$ cat src/rtl/serial_paralelo_if.sv
// serial_paralelo_if: lane-side bundle of the per-lane receive deserializer.
//   data_in     : serial lane bit (from the line)
//   data_out    : last completed byte
//   valid_out   : data_out is payload (1) or idle comma (0)
//   byte_strobe : one-cycle pulse per new data_out
//   active      : lane aligned and locked
// master = the side feeding bits and consuming bytes; slave = the deserializer.
interface serial_paralelo_if;
  logic       data_in;
  logic [7:0] data_out;
  logic       valid_out;
  logic       byte_strobe;
  logic       active;

  modport master (
    output data_in,
    input  data_out,
    input  valid_out,
    input  byte_strobe,
    input  active
  );

  modport slave (
    input  data_in,
    output data_out,
    output valid_out,
    output byte_strobe,
    output active
  );
endinterface

$ cat src/rtl/serial_paralelo.sv
// serial_paralelo: per-lane receive deserializer. Hunts for the idle comma at
// any bit offset, confirms alignment over LOCK_COUNT boundary-aligned commas,
// then emits one byte every 8 bit clocks tagged payload/idle.
// Ports:
//   clk_32f : bit clock, one serial bit per rising edge
//   reset   : asynchronous, active-high
//   lane    : serial_paralelo_if.slave (data_in, data_out, valid_out,
//             byte_strobe, active)
// Parameters: COMMA (alignment/idle character), LOCK_COUNT (1..15).
// Build option: define SP_LSB_FIRST_EN for LSB-first bit order (default MSB first).
module serial_paralelo #(
  parameter logic [7:0]  COMMA      = 8'hBC,
  parameter int unsigned LOCK_COUNT = 4
) (
  input  logic             clk_32f,
  input  logic             reset,
  serial_paralelo_if.slave lane
);

  localparam int unsigned BYTE_W = 8;
  localparam int unsigned HIST_W = BYTE_W - 1;
  localparam int unsigned BIT_W  = 3;
  localparam int unsigned CNT_W  = 4;

  localparam logic [BIT_W-1:0] LAST_BIT = BIT_W'(BYTE_W - 1);
  localparam logic [CNT_W-1:0] LOCK_CNT = CNT_W'(LOCK_COUNT);

  typedef enum logic [1:0] {
    ST_HUNT   = 2'd0,
    ST_SYNC   = 2'd1,
    ST_ACTIVE = 2'd2
  } state_t;

  state_t             state_q, state_d;
  logic [HIST_W-1:0]  sr_q;
  logic [BYTE_W-1:0]  w_c;
  logic [BIT_W-1:0]   bit_cnt_q, bit_cnt_d;
  logic [CNT_W-1:0]   comma_cnt_q, comma_cnt_d;
  logic [CNT_W-1:0]   comma_inc_c;
  logic [BYTE_W-1:0]  data_out_q, data_out_d;
  logic               valid_out_q, valid_out_d;
  logic               strobe_q, strobe_d;
  logic               active_q, active_d;
  logic               is_comma_c;
  logic               boundary_c;
  logic               lock_hit_c;

  // Byte completing on this edge. Only the 7 most recent bits are kept, since
  // the oldest bit of the 8-bit history would fall out of the window anyway.
`ifdef SP_LSB_FIRST_EN
  assign w_c = {lane.data_in, sr_q};
`else
  assign w_c = {sr_q, lane.data_in};
`endif

  assign is_comma_c  = (w_c == COMMA);
  assign boundary_c  = (bit_cnt_q == LAST_BIT);
  // Saturating comma count; lock_hit_c flags the comma that completes the run.
  assign comma_inc_c = (comma_cnt_q >= LOCK_CNT) ? LOCK_CNT : comma_cnt_q + CNT_W'(1);
  assign lock_hit_c  = (comma_inc_c == LOCK_CNT);

  // State register.
  always_ff @(posedge clk_32f or posedge reset) begin
    if (reset) state_q <= ST_HUNT;
    else       state_q <= state_d;
  end

  // Next-state logic.
  always_comb begin
    state_d = state_q;
    case (state_q)
      ST_HUNT: begin
        if (is_comma_c) state_d = (LOCK_COUNT == 1) ? ST_ACTIVE : ST_SYNC;
      end
      ST_SYNC: begin
        if (boundary_c) begin
          if (!is_comma_c)     state_d = ST_HUNT;
          else if (lock_hit_c) state_d = ST_ACTIVE;
        end
      end
      ST_ACTIVE: state_d = ST_ACTIVE;
      default:   state_d = ST_HUNT;
    endcase
  end

  // Output / datapath next values; alignment is frozen once a comma is found.
  always_comb begin
    bit_cnt_d   = bit_cnt_q + BIT_W'(1);
    comma_cnt_d = comma_cnt_q;
    data_out_d  = data_out_q;
    valid_out_d = valid_out_q;
    strobe_d    = 1'b0;
    active_d    = active_q;
    case (state_q)
      ST_HUNT: begin
        if (is_comma_c) begin
          bit_cnt_d   = '0;
          comma_cnt_d = CNT_W'(1);
          if (LOCK_COUNT == 1) active_d = 1'b1;
        end
      end
      ST_SYNC: begin
        if (boundary_c) begin
          if (is_comma_c) begin
            comma_cnt_d = comma_inc_c;
            if (lock_hit_c) active_d = 1'b1;
          end else begin
            comma_cnt_d = '0;
          end
        end
      end
      ST_ACTIVE: begin
        if (boundary_c) begin
          data_out_d  = w_c;
          valid_out_d = !is_comma_c;
          strobe_d    = 1'b1;
        end
      end
      default: ;
    endcase
  end

  // Datapath registers.
  always_ff @(posedge clk_32f or posedge reset) begin
    if (reset) begin
      sr_q        <= '0;
      bit_cnt_q   <= '0;
      comma_cnt_q <= '0;
      data_out_q  <= '0;
      valid_out_q <= 1'b0;
      strobe_q    <= 1'b0;
      active_q    <= 1'b0;
    end else begin
`ifdef SP_LSB_FIRST_EN
      sr_q        <= w_c[BYTE_W-1:1];
`else
      sr_q        <= w_c[HIST_W-1:0];
`endif
      bit_cnt_q   <= bit_cnt_d;
      comma_cnt_q <= comma_cnt_d;
      data_out_q  <= data_out_d;
      valid_out_q <= valid_out_d;
      strobe_q    <= strobe_d;
      active_q    <= active_d;
    end
  end

  assign lane.data_out    = data_out_q;
  assign lane.valid_out   = valid_out_q;
  assign lane.byte_strobe = strobe_q;
  assign lane.active      = active_q;

endmodule

$ cat src/flat_wrapper.sv
// flat-port wrapper written by rule: the top's interface ports become plain ports
module serial_paralelo_flat 
#(
  parameter logic [7:0]  COMMA      = 8'hBC,
  parameter int unsigned LOCK_COUNT = 4
)
  (clk_32f, reset, lane_data_in, lane_data_out, lane_valid_out, lane_byte_strobe, lane_active);
  serial_paralelo_if lane_i ();
  input  logic clk_32f;
  input  logic reset;
  input wire logic [$bits(lane_i.data_in)-1:0] lane_data_in;
  output wire logic [$bits(lane_i.data_out)-1:0] lane_data_out;
  output wire logic [$bits(lane_i.valid_out)-1:0] lane_valid_out;
  output wire logic [$bits(lane_i.byte_strobe)-1:0] lane_byte_strobe;
  output wire logic [$bits(lane_i.active)-1:0] lane_active;
  assign lane_i.data_in = lane_data_in;
  assign lane_data_out = lane_i.data_out;
  assign lane_valid_out = lane_i.valid_out;
  assign lane_byte_strobe = lane_i.byte_strobe;
  assign lane_active = lane_i.active;
  serial_paralelo #(.COMMA(COMMA), .LOCK_COUNT(LOCK_COUNT)) u_core (.clk_32f(clk_32f), .reset(reset), .lane(lane_i));
endmodule
$ cat config.mk
export PLATFORM = sky130hd
export DESIGN_NAME = serial_paralelo_flat
export DESIGN_NICKNAME = d
export VERILOG_FILES = /design/src/rtl/serial_paralelo_if.sv /design/src/rtl/serial_paralelo.sv /design/src/flat_wrapper.sv
export SDC_FILE = /design/constraint.sdc
export NUM_CORES = 1
export LEC_CHECK = 0
export ABC_AREA = 1
export CORE_ASPECT_RATIO = 0.75
export CORE_MARGIN = 2
export CORE_UTILIZATION = 45
export DETAILED_ROUTE_END_ITERATION = 12
export PLACE_DENSITY = 0.67
export RECOVER_POWER = 25
export SLEW_MARGIN = 15
export SYNTH_ARGS = -nofsm -noshare
export SYNTH_HDL_FRONTEND = slang
export SYNTH_SLANG_ARGS = --single-unit
$ cat constraint.sdc
create_clock -name clk_32f -period 2.55 [get_ports clk_32f]
set_input_delay 0.3825 -clock clk_32f [delete_from_list [all_inputs] [get_ports clk_32f]]
set_output_delay 0.3825 -clock clk_32f [all_outputs]
set_load 0.05 [all_outputs]
# Word-level counts from Yosys, hierarchy flattened
# Index checks and enable logic that the tools add are counted.
# word_totals
ff_bits	27
elab_cells	40
inputBits	3
output_inout_bits	11
# op_classes
n_mux	14
eq_ne	8
add_sub_neg	2
n_reduce_logical	7
n_lt_le_gt_ge	1
# op_table
op	count
$mux W4	4
$eq A8 B8 Y1 const B	1
$mux W2	4
$pmux W4 S2	1
$mux W3	2
$pmux W2 S3	1
$reduce_and A3 Y1	2
$add A4 B1 Y4 const B	1
$eq A4 B3 Y1 const B	1
$ge A4 B3 Y1 const B	1
$ne A2 B1 Y1 const B	2
$reduce_and A4 Y1	1
$add A3 B1 Y3 const B	1
$eq A3 B3 Y1 const B	1
$ne A3 B3 Y1 const B	1
$eq A2 B1 Y1 const B	1
$eq A2 B2 Y1 const B	1
$logic_not A2 Y1	1
$mux W1	2
$reduce_and A2 Y1	1
$reduce_bool A2 Y1	1
$logic_not A1 Y1	1

# Depth between registers and ports, before layout
# Gate-level depths: netlist of the first run.
# logic_depth
depth_word	7
mapped_depth	8
mapped_depth_nobuf	8

# Least setup slack after synthesis of the first run
# Ideal clock, no wire load.
# synth_timing
kind	register to register
from	reg u_core.bit_cnt_q[0]
to	reg u_core.data_out_q[0], in the netlist u_core.lane.data_out[0]
period_less_slack_ns	1.332
path_buffers	1
required_ns	2.431
arrival_ns	1.213
slack_ns	1.218
setup_time_ns	0.119
path_stages_with_launch	9
path_cell_list	dfrtp_1 -> ha_1 -> ha_1 -> inv_1 -> nor3_4 -> inv_4 -> buf_6 -> nand2_2 -> o21ai_2
# synth_via
elab_chain_len	2
# synth_lines
item	line	rtl
start, declared	serial_paralelo.sv:37	logic [BIT_W-1:0] bit_cnt_q, bit_cnt_d;
start signal, assigned	serial_paralelo.sv:139	bit_cnt_q <= bit_cnt_d;
$eq A3 B3 Y1	serial_paralelo.sv:57	assign boundary_c = (bit_cnt_q == LAST_BIT);
$reduce_and A2 Y1 (no source line)	--	
end signal, assigned	serial_paralelo.sv:141	data_out_q <= data_out_d;
end, declared	serial_paralelo.sv:40	logic [BYTE_W-1:0] data_out_q, data_out_d;
# No other way between the ends.
# A chain may end at the register's enable or synchronous reset.

# Worst setup path in the final report of the first run
# layout_timing
from	reg u_core.data_out_q[0], in the netlist u_core.lane.data_out[0]
to	out lane_data_out[0]
# layout_rtl
item	line	rtl
end, declared	flat_wrapper.sv:12	output wire logic [$bits(lane_i.data_out)-1:0] lane_data_out;
# No word-level cell between the ends.

==> flow_summary.toml, run 1 <==
[yosys]
synth_cell_types = 16
ys_seq_area_share_pct = 60.5
syn_inst = 120
synthAdderAreaFrac_pct = 3.36
syn_area_per_cell_um2 = 9.30
synth_ff_type = "dfrtp_1"
syn-cell-area_um2 = 1120
synth_seq_cells = 27
ys.warnings.count = 0
yosys.area_share.simple_pct = 23.8
synth_compound_area_share_pct = 4.37
synth_xor_xnor_area_share_pct = 0
synthArstFlopShare_pct = 100
synth-edff-count = 0
synth_top_family_by_area = "simple AND/OR/NAND/NOR gates"
synth_fp_nets = 126
synthMuxAreaShare_pct = 0

[min_path]
whs_path_depth = 0
hold_end = "u_core.sr_q[1]"
min_path_type = "reg2reg"
hold_start = "u_core.sr_q[0]"

[place]
finalWeightedCongestion = 0.860
dp_hpwl_mm = 1.38
dp_slack_ns = 0.757
placement.cell_area_um2 = 1280
port_buffers = 13
placed_cells_incl_taps = 167

[final_layout]
layoutNonFillerInstCount = 171
syn_to_final_growth_pct = 17.2
layout-drive-gt1-share_pct = 8.76
n_antenna_cell = 0
final_area_um2 = 1310
fillCellCount = 237
final_net_count = 144

[route]
via_count = 796
vias_per_cell = 4.65
avgRoutedWirePerCell_um = 10.9
dr.first_iter.drc_count = 35
drtPass1Iterations = 4
drc = 0
wl_mm = 1.87
postRouteAntennaNets = 0

[critical_path]
worstSetupEndpointType = "output pin"
critical_path.slowest_cell = "clkdlybuf4s50_1"
r2r-start = "u_core.bit_cnt_q[0]"
crit_buf_inv = 1
r2r_cells = 8
r2r_end = "u_core.comma_cnt_q[1]"
crit_chain = "clkdlybuf4s50_1"
slowest_delay_ns = 0.81
critPathMaxFanout = 2
critPathLaunchType = "register"
cp_top_family = "buffers and inverters"
path_class = "reg2out"
r2r_setup_slack_ns = 1.09
cp.required_ns = 2.17
crit_arrival_ns = 1.52

[clock_tree]
cts_buffers = 3
h-tree-depth = 1
cts.repair.resized = 0
cts.hold.buffers_added = 0
cts_sinks = 27
clock_path_buffers = 2
clk_pin_slew_ns = 0.13
postCtsSetupBuffers = 0
insertion_delay_ns = 0.32
cts_tree = "built"
clock_tree.root_cell = "clkbuf_4"

[die]
core_um2 = 2330
ios = 14
rows = 15
fp.dieH_um = 47.1
start_util_pct = 48.0
fp.dieW_um = 61.5
fp.dieArea_um2 = 2900

[grt]
grt_pass1_wl_mm = 3.10
grt_pass1_vias = 675
overflow = 0
antenna_found_initial = 0
grt_max_degree = 28
grt_use_total_pct = 15.2

[timing]
finalSetupViolCount = 0
max_freq_ghz = 0.525
postLayoutSetupSlackWorst_ns = 0.646
hold_violations = 0
drv_slew = 0
finClkSkew_ns = 0.00357
min_period_ns = 1.90
worst_slew_pin_slew_ns = 1.40
final.period_utilization_pct = 74.7
relSlewSlack_pct = 6.45
rsz0062_at_grt = "false"
setup_tns_ns = 0

[pwr]
vdd_drop_max_v = 0.000381
p_leak_nw = 0.695
finalPower_mw = 0.776
p_per_area_nw_per_um2 = 593

[outcome]
outcome = "completed"

[flow_run]
max-cap-violations = 0
## worst max-delay path by stage
stage | start | to | slack, ns | depth (start not counted)
floorplan | u_core.bit_cnt_q[0] | u_core.lane.data_out[0] | 1.22 | 8
global placement | lane_data_in | u_core.state_q[1] | 0.84 | 8
detailed placement | lane_data_in | u_core.comma_cnt_q[0] | 0.76 | 8
CTS | u_core.lane.data_out[0] | lane_data_out[0] | 0.63 | 1
global route | reset | u_core.comma_cnt_q[2] | 0.46 | 3
finish | u_core.lane.data_out[0] | lane_data_out[0] | 0.65 | 1
## cell usage after synthesis, types with 2 or more instances
library cell	instances	area [µm²]
nand2_1	40	150
dfrtp_1	27	676
inv_1	18	67.6
nand3_1	10	50.1
nor2_1	8	30.0
ha_1	3	37.5
o21ai_2	3	26.3
nand2_2	2	12.5
o21ai_0	2	10.0
## where the power goes
group          internal [mW]  switching, mW
clock network         0.0613          0.118
registers              0.461         0.0195
logic                 0.0411         0.0749
## flip-flops by register name (all words and copies together) (netlist names)
signal / count
u_core.lane.active: 1
u_core.lane.valid_out: 1
u_core.sr_q: 7
u_core.bit_cnt_q: 3
u_core.lane.byte_strobe: 1
u_core.state_q: 2
u_core.lane.data_out: 8
u_core.comma_cnt_q: 4
## layout by cell type (no fill, tap or decap)
cell             netlist  routed
a21o_1                 1       1
a21oi_1                1       1
clkbuf_1               0       2
clkbuf_4               0       3
clkdlybuf4s50_1        0      11
dfrtp_1               27      27
dlygate4sd3_1          0       2
ha_1                   3       3
inv_1                 18      18
inv_2                  1       1
inv_4                  1       1
nand2_1               40      40
nand2_2                2       2
nand3_1               10      10
nor2_1                 8       8
nor2_2                 1       1
nor3_4                 1       1
o21ai_0                2       2
o21ai_2                3       3
## stage by stage
step | hold slack, ns | utilization (%)
finish | 0.398 | 56.2
global route | 0.408 | 56.2
detailed placement | 0.366 | 55.2
global placement | 0.356 | 55.2
floorplan | 0.354 | -
CTS | 0.398 | 56.3
## final cells by class
class                   instances  area (µm²)  share of cell area, %
multi-input cells              72         352                   26.9
well taps                      34        42.5                   3.25
clock buffers                   4        26.3                   2.01
inverters                      20        77.6                   5.93
repair buffers                 14         134                   10.2
flip-flops and latches         27         676                   51.7
## metal layers
layer | wire length (µm) | global-route usage, %
met5 | 0 | 0
met4 | 21 | 3.83
met3 | 85 | 4.96
met2 | 866 | 24.4
met1 | 891 | 20.4
## cell families (layout without fill, tap and decap cells)
group / after synthesis / after routing
AOI/OAI and AO/OA: 7 / 7
and+or+nand+nor: 62 / 62
buffers and inverters: 21 / 38
adders and majority gates: 3 / 3
DFF: 27 / 27
Note: power is estimated with default switching activity, not from simulation.
==> inputs of run 2 (changes only) <==
--- a/config.mk
+++ b/config.mk
@@ -10,7 +10,7 @@
 export CORE_MARGIN = 2
 export CORE_UTILIZATION = 45
 export DETAILED_ROUTE_END_ITERATION = 12
-export PLACE_DENSITY = 0.67
+export PLACE_DENSITY = 0.69
 export RECOVER_POWER = 25
 export SLEW_MARGIN = 15
 export SYNTH_ARGS = -nofsm -noshare
==> constraint.sdc (replaced) <==
create_clock -name clk_32f -period 1.5 [get_ports clk_32f]
set_input_delay 0.225 -clock clk_32f [delete_from_list [all_inputs] [get_ports clk_32f]]
set_output_delay 0.225 -clock clk_32f [all_outputs]
set_load 0.05 [all_outputs]
==> flow_summary.toml, run 2 (synthesis results as in run 1) <==
[outcome]
outcome = "completed"

[grt]
grt_use_total_pct = 14.9
overflow = 0
grt_pass1_wl_mm = 3.02
grt_pass1_vias = 713
grt_max_degree = 28
antenna_found_initial = 0

[final_layout]
n_antenna_cell = 0
layoutNonFillerInstCount = 173
multi_input_area_um2 = 360
seqCellArea_um2 = 676
largest_reg_flops = 8
fillCellCount = 232
layout-drive-gt1-share_pct = 20.9
final_net_count = 146
layout.cells.most_common = "nand2_1"
syn_to_final_growth_pct = 20.4
fin_util_pct = 57.7
final_cell_mix = "nand2_1, dfrtp_1, inv_1, buf_4, nand3_1"

[critical_path]
crit_arrival_ns = 1.64
critPathMaxFanout = 4
path_class = "reg2reg"
cp.required_ns = 1.72
critPathLaunchType = "register"
worstSetupEndpointType = "register"
r2r_setup_slack_ns = 0.09

[route]
drc = 0
postRouteAntennaNets = 0
drtPass1Iterations = 4
wl_mm = 1.83
avgRoutedWirePerCell_um = 10.6
vias_per_cell = 4.63
via_count = 801
dr.first_iter.drc_count = 29

[timing]
drv_slew = 0
finalSetupViolCount = 0
relSlewSlack_pct = 57.8
min_period_ns = 1.41
finClkSkew_ns = 0.00262
max_freq_ghz = 0.708
final.period_utilization_pct = 94.1
hold_violations = 0
worst_slew_pin_slew_ns = 0.634

[pwr]
p_per_area_nw_per_um2 = 981
p_leak_nw = 0.743
vdd_drop_max_v = 0.000775
finalPower_mw = 1.32

[die]
rows = 15
core_um2 = 2330
start_util_pct = 48.0
ios = 14
fp.dieW_um = 61.5
fp.dieArea_um2 = 2900
fp.dieH_um = 47.1

[flow_run]
max-cap-violations = 0

[place]
finalWeightedCongestion = 0.868
dp_hpwl_mm = 1.30
placed_cells_incl_taps = 168
port_buffers = 13

[clock_tree]
cts_buffers = 3
cts.hold.buffers_added = 0
cts_tree = "built"
clock_tree.root_cell = "clkbuf_4"
clock_path_buffers = 2
clk_pin_slew_ns = 0.13
h-tree-depth = 1
cts_sinks = 27
insertion_delay_ns = 0.32

[min_path]
min_path_type = "reg2reg"
-- run 2: per-layer routing --
layer	track usage, %	vias up	part of all wire [%]
met5	0	-	0
met4	3.83	0	0.93
li1	-	403	-
met3	5.79	2	5.4
met1	19.9	376	48
met2	23.4	20	45
-- run 2: area by class of cell --
| cell class | instances | area share (%) |
|---|---|---|
| Sequential cell | 27 | 50.3 |
| Multi-Input combinational cell | 72 | 26.8 |
| Timing Repair Buffer | 16 | 11.9 |
| Inverter | 20 | 5.77 |
| Tap cell | 34 | 3.17 |
| Clock buffer | 3 | 1.68 |
| Clock inverter | 1 | 0.372 |
-- run 2: final timing paths --
path / from / to / depth (start not counted)
worst min-delay path: u_core.sr_q[0] / u_core.sr_q[1] / 0
max in group asynchronous: reset / u_core.bit_cnt_q[2] / 3
worst max register to register: u_core.bit_cnt_q[0] / u_core.comma_cnt_q[1] / 8
worst min register to register: u_core.sr_q[0] / u_core.sr_q[1] / 0
worst max-delay path: u_core.bit_cnt_q[0] / u_core.comma_cnt_q[1] / 8
min in group asynchronous: reset / u_core.comma_cnt_q[3] / 3
-- run 2: where the power goes --
group,switching [mW],leakage (nW),internal [mW]
Clock,0.201,0.0177,0.0999
Combinational,0.130,0.385,0.0728
Sequential,0.0307,0.340,0.784
Total,0.362,0.743,0.957
-- run 2: metrics by stage --
| step | cell area, µm² | hold WS, ns | setup slack, ns | TNS [ns] |
|---|---|---|---|---|
| floorplan | 1120 | 0.256 | 0.168 | 0 |
| global placement | 1300 | 0.356 | -0.0414 | -0.162 |
| detailed placement | 1300 | 0.371 | -0.117 | -0.751 |
| CTS | 1340 | 0.249 | 0.0635 | 0 |
| global route | 1340 | 0.425 | -0.00500 | -0.00642 |
| finish | 1340 | 0.406 | 0.0881 | 0 |
-- run 2: timing repair --
action / 4_1_cts / 5_1_grt
setup buffers: 1 / 0
resized for setup: 0 / 2
pin swaps: 1 / 1
endpoints found under the hold margin: 0 / 0
setup endpoints to repair: 1 / 5
-- run 2: critical path, stage by stage (launching register included) --
cell	delay, ns
dfrtp_1	0.41
ha_1	0.21
ha_1	0.19
inv_1	0.11
nand2_1	0.12
inv_1	0.10
a21oi_2	0.05
nand3_1	0.08
nand2_1	0.06
==> RTL change: new RTL, settings of run 2 <==
Make the reset (`reset`) synchronous in 2 clocked blocks. Comments in the files are not updated.
--- a/src/rtl/serial_paralelo.sv
+++ b/src/rtl/serial_paralelo.sv
@@ -60,7 +60,7 @@
   assign lock_hit_c  = (comma_inc_c == LOCK_CNT);
 
   // State register.
-  always_ff @(posedge clk_32f or posedge reset) begin
+  always_ff @(posedge clk_32f) begin
     if (reset) state_q <= ST_HUNT;
     else       state_q <= state_d;
   end
@@ -121,7 +121,7 @@
   end
 
   // Datapath registers.
-  always_ff @(posedge clk_32f or posedge reset) begin
+  always_ff @(posedge clk_32f) begin
     if (reset) begin
       sr_q        <= '0;
       bit_cnt_q   <= '0;
Check against the original RTL: same outputs for any inputs over 10 cycles, from zero or initial values and one cycle with reset high; that may be too few to reach the edited logic, so the function may still have changed.
==> RTL change against run 2 <==
Area after synthesis fell by 2.1%. Clock skew rose by 0.0055 ns. Sequential share of layout area fell by 7.6 points. Critical endpoint is now u_core.state_q[1]. Highest routed layer unchanged. Sequential cell count did not move. Critical path type unchanged. Setup slack improved by 0.020 ns. Routed wire length fell by 0.71%. Final area fell by 5.5%. Utilization fell by 2.7 points. Non-clock buffer count rose by 1.
Power is not compared: it rests on default switching activity, and its combinational part moved more than twofold at a synthesized area within 25%.
==> RTL change: results (changes against run 2) <==
Run status
  • Status: finished clean

Synth
  • Register area share after synthesis: 49.5% (-11 points)
  • Top cells by area, synth: dfxtp_1 (49%), inv_1 (9.6%), nor2_1 (6.9%)
  • Synth cell types: 21 (+5)
  • Post-synth ARST share: 0% (-100 points)
  • Commonest register cell after synthesis: dfxtp_1
  • Xor/xnor share of the synthesized area: 0% (unchanged)
  • Area share of fa/ha/maj cells after synthesis: 3.44% (+0.073 points)
  • Syn. warnings: 0 (unchanged)
  • Syn Area/Cell: 7.75 um2 (-17%)
  • Multiplexer share of the synthesized area: 0% (unchanged)
  • Most instantiated cells after synthesis: inv_1 (28), dfxtp_1 (27), nor2_1 (20)
  • Synthesized Nets: 147 (+17%)
  • Synth Area in Compound Gates: 11.2% (+6.9 points)

Clocking
  • Setup bufs post-CTS: 0 (-1)
  • H-tree depth: 1 (unchanged)
  • Worst skew pair latency: 0.32 ns (about the same)
  • Clock-pin transition on the worst setup and hold timing paths: 0.14 ns
  • Clock Tree Buf Depth: 2 (unchanged)

Drt
  • Starting DRC count in detailed routing: 16 (-45%)
  • Met2 wire length: 829 um (-0.12%)
  • Wire length per cell: 9.42 um (-11%)
  • DRT Pass-1 Iters: 8 (+4)
  • Uppermost layer routed: met4
  • Met3 wire length: 101 um (+2.0%)
  • Metal1 wirelength: 874 um (-1.0%)
  • Drt via density: 4.57 (-1.3%)

Critical path
  • Largest stage delay, worst path: 0.35 ns (-0.06 ns)
  • CP Max Fanout: 3 (-1)
  • Worst r2r path cells: 8 (unchanged)
  • Crit Reg-Reg Endpoint: u_core.state_q[1]
  • Crit-path slowest cell: dfxtp_2
  • Crit path max-delay family: adder cells
  • CP arrival: 1.62 ns (-0.02 ns)
  • Reg2Reg Launch Point: u_core.bit_cnt_q[0]
  • R2r setup slk: 0.11 ns (+0.02 ns)
  • Crit. End Element: flip-flop

STA
  • Slew @ Worst Pin: 0.327 ns (-0.306 ns)
  • Clock skew: 0.00809 ns (+0.00547 ns)
  • Final Hold Viols: 0 (unchanged)

Cells and area
  • Final std cells w/o fill: 193 (+12%)
  • Max FFs per register: 8 (unchanged)
  • Layout Nets: 166 (+14%)
  • Layout fillers: 230 (-0.86%)
  • Layout cells sized above 1: 19.5% (-1.4 points)

GRT
  • M3 GR Usage: 5.90% (+0.11 points)
  • GR Util met1: 19.5% (-0.37 points)
  • First-pass GRT wire length: 3200 um (+5.9%)
  • Largest net degree at the start of global routing: 18 (-36%)
  • M2 GR Usage: 26.0% (+2.7 points)
  • Total track usage: 15.5% (+0.61 points)
  • Number of global-route vias before repair: 780 (+9.4%)

Place
  • HPWL after DPL: 1400 um (+7.7%)
  • Routability cong.: 0.832 (-4.1%)
  • IO buf count: 13 (unchanged)
==> RTL change: metrics by stage <==
stage | setup WS (ns) | utilization [%] | total power [uW] | hold WS [ns] | area (um2)
after floorplan | 0.257 | - | 778 | 0.350 | 1090
after global placement | 0.0663 | 53.9 | 790 | 0.421 | 1240
after detailed placement | 0.0375 | 53.9 | 792 | 0.433 | 1240
after CTS | 0.0439 | 55.1 | 1100 | 0.452 | 1270
after global routing | 0.00970 | 55.0 | 1150 | 0.462 | 1270
final | 0.108 | 55.0 | 1080 | 0.453 | 1270
==> RTL change: final cells by class <==
class	instances	area [um2]	share of cell area, %
clock buffers	4	26.3	2.07
inverters	31	116	9.16
multi-input cells	80	415	32.7
flip-flops and latches	27	542	42.7
well taps	34	42.5	3.35
repair buffers	17	128	10.0
==> RTL change: power by group <==
part	internal [uW]	switching [uW]
Combinational	17.8	24.7
Sequential	728	4.70
Clock	104	201
==> RTL change: logic make-up (layout without fill, tap and decap cells) <==
logic type	count (synthesis)	in the layout
compound gates	24	24
fa+ha+maj	3	3
buf+inv	34	52
flops	27	27
simple gates	53	53
==> RTL change: repair_timing <==
action,in CTS,in global routing
endpoints found under the setup margin,0,7
gates resized for setup,0,3
hold buffers,0,0
==> RTL change: how the worst min path moves through the flow <==
stage / start / end / slack [ns] / cells after the start
5_1_grt: u_core.sr_q[4] / u_core.sr_q[5] / 0.46 / 2
4_1_cts: u_core.sr_q[4] / u_core.sr_q[5] / 0.45 / 2
6_report: u_core.sr_q[4] / u_core.sr_q[5] / 0.45 / 2
2_1_floorplan: lane_data_in / u_core.sr_q[0] / 0.35 / 2
3_3_place_gp: u_core.sr_q[1] / u_core.sr_q[2] / 0.42 / 2
3_5_place_dp: u_core.sr_q[4] / u_core.sr_q[5] / 0.43 / 2
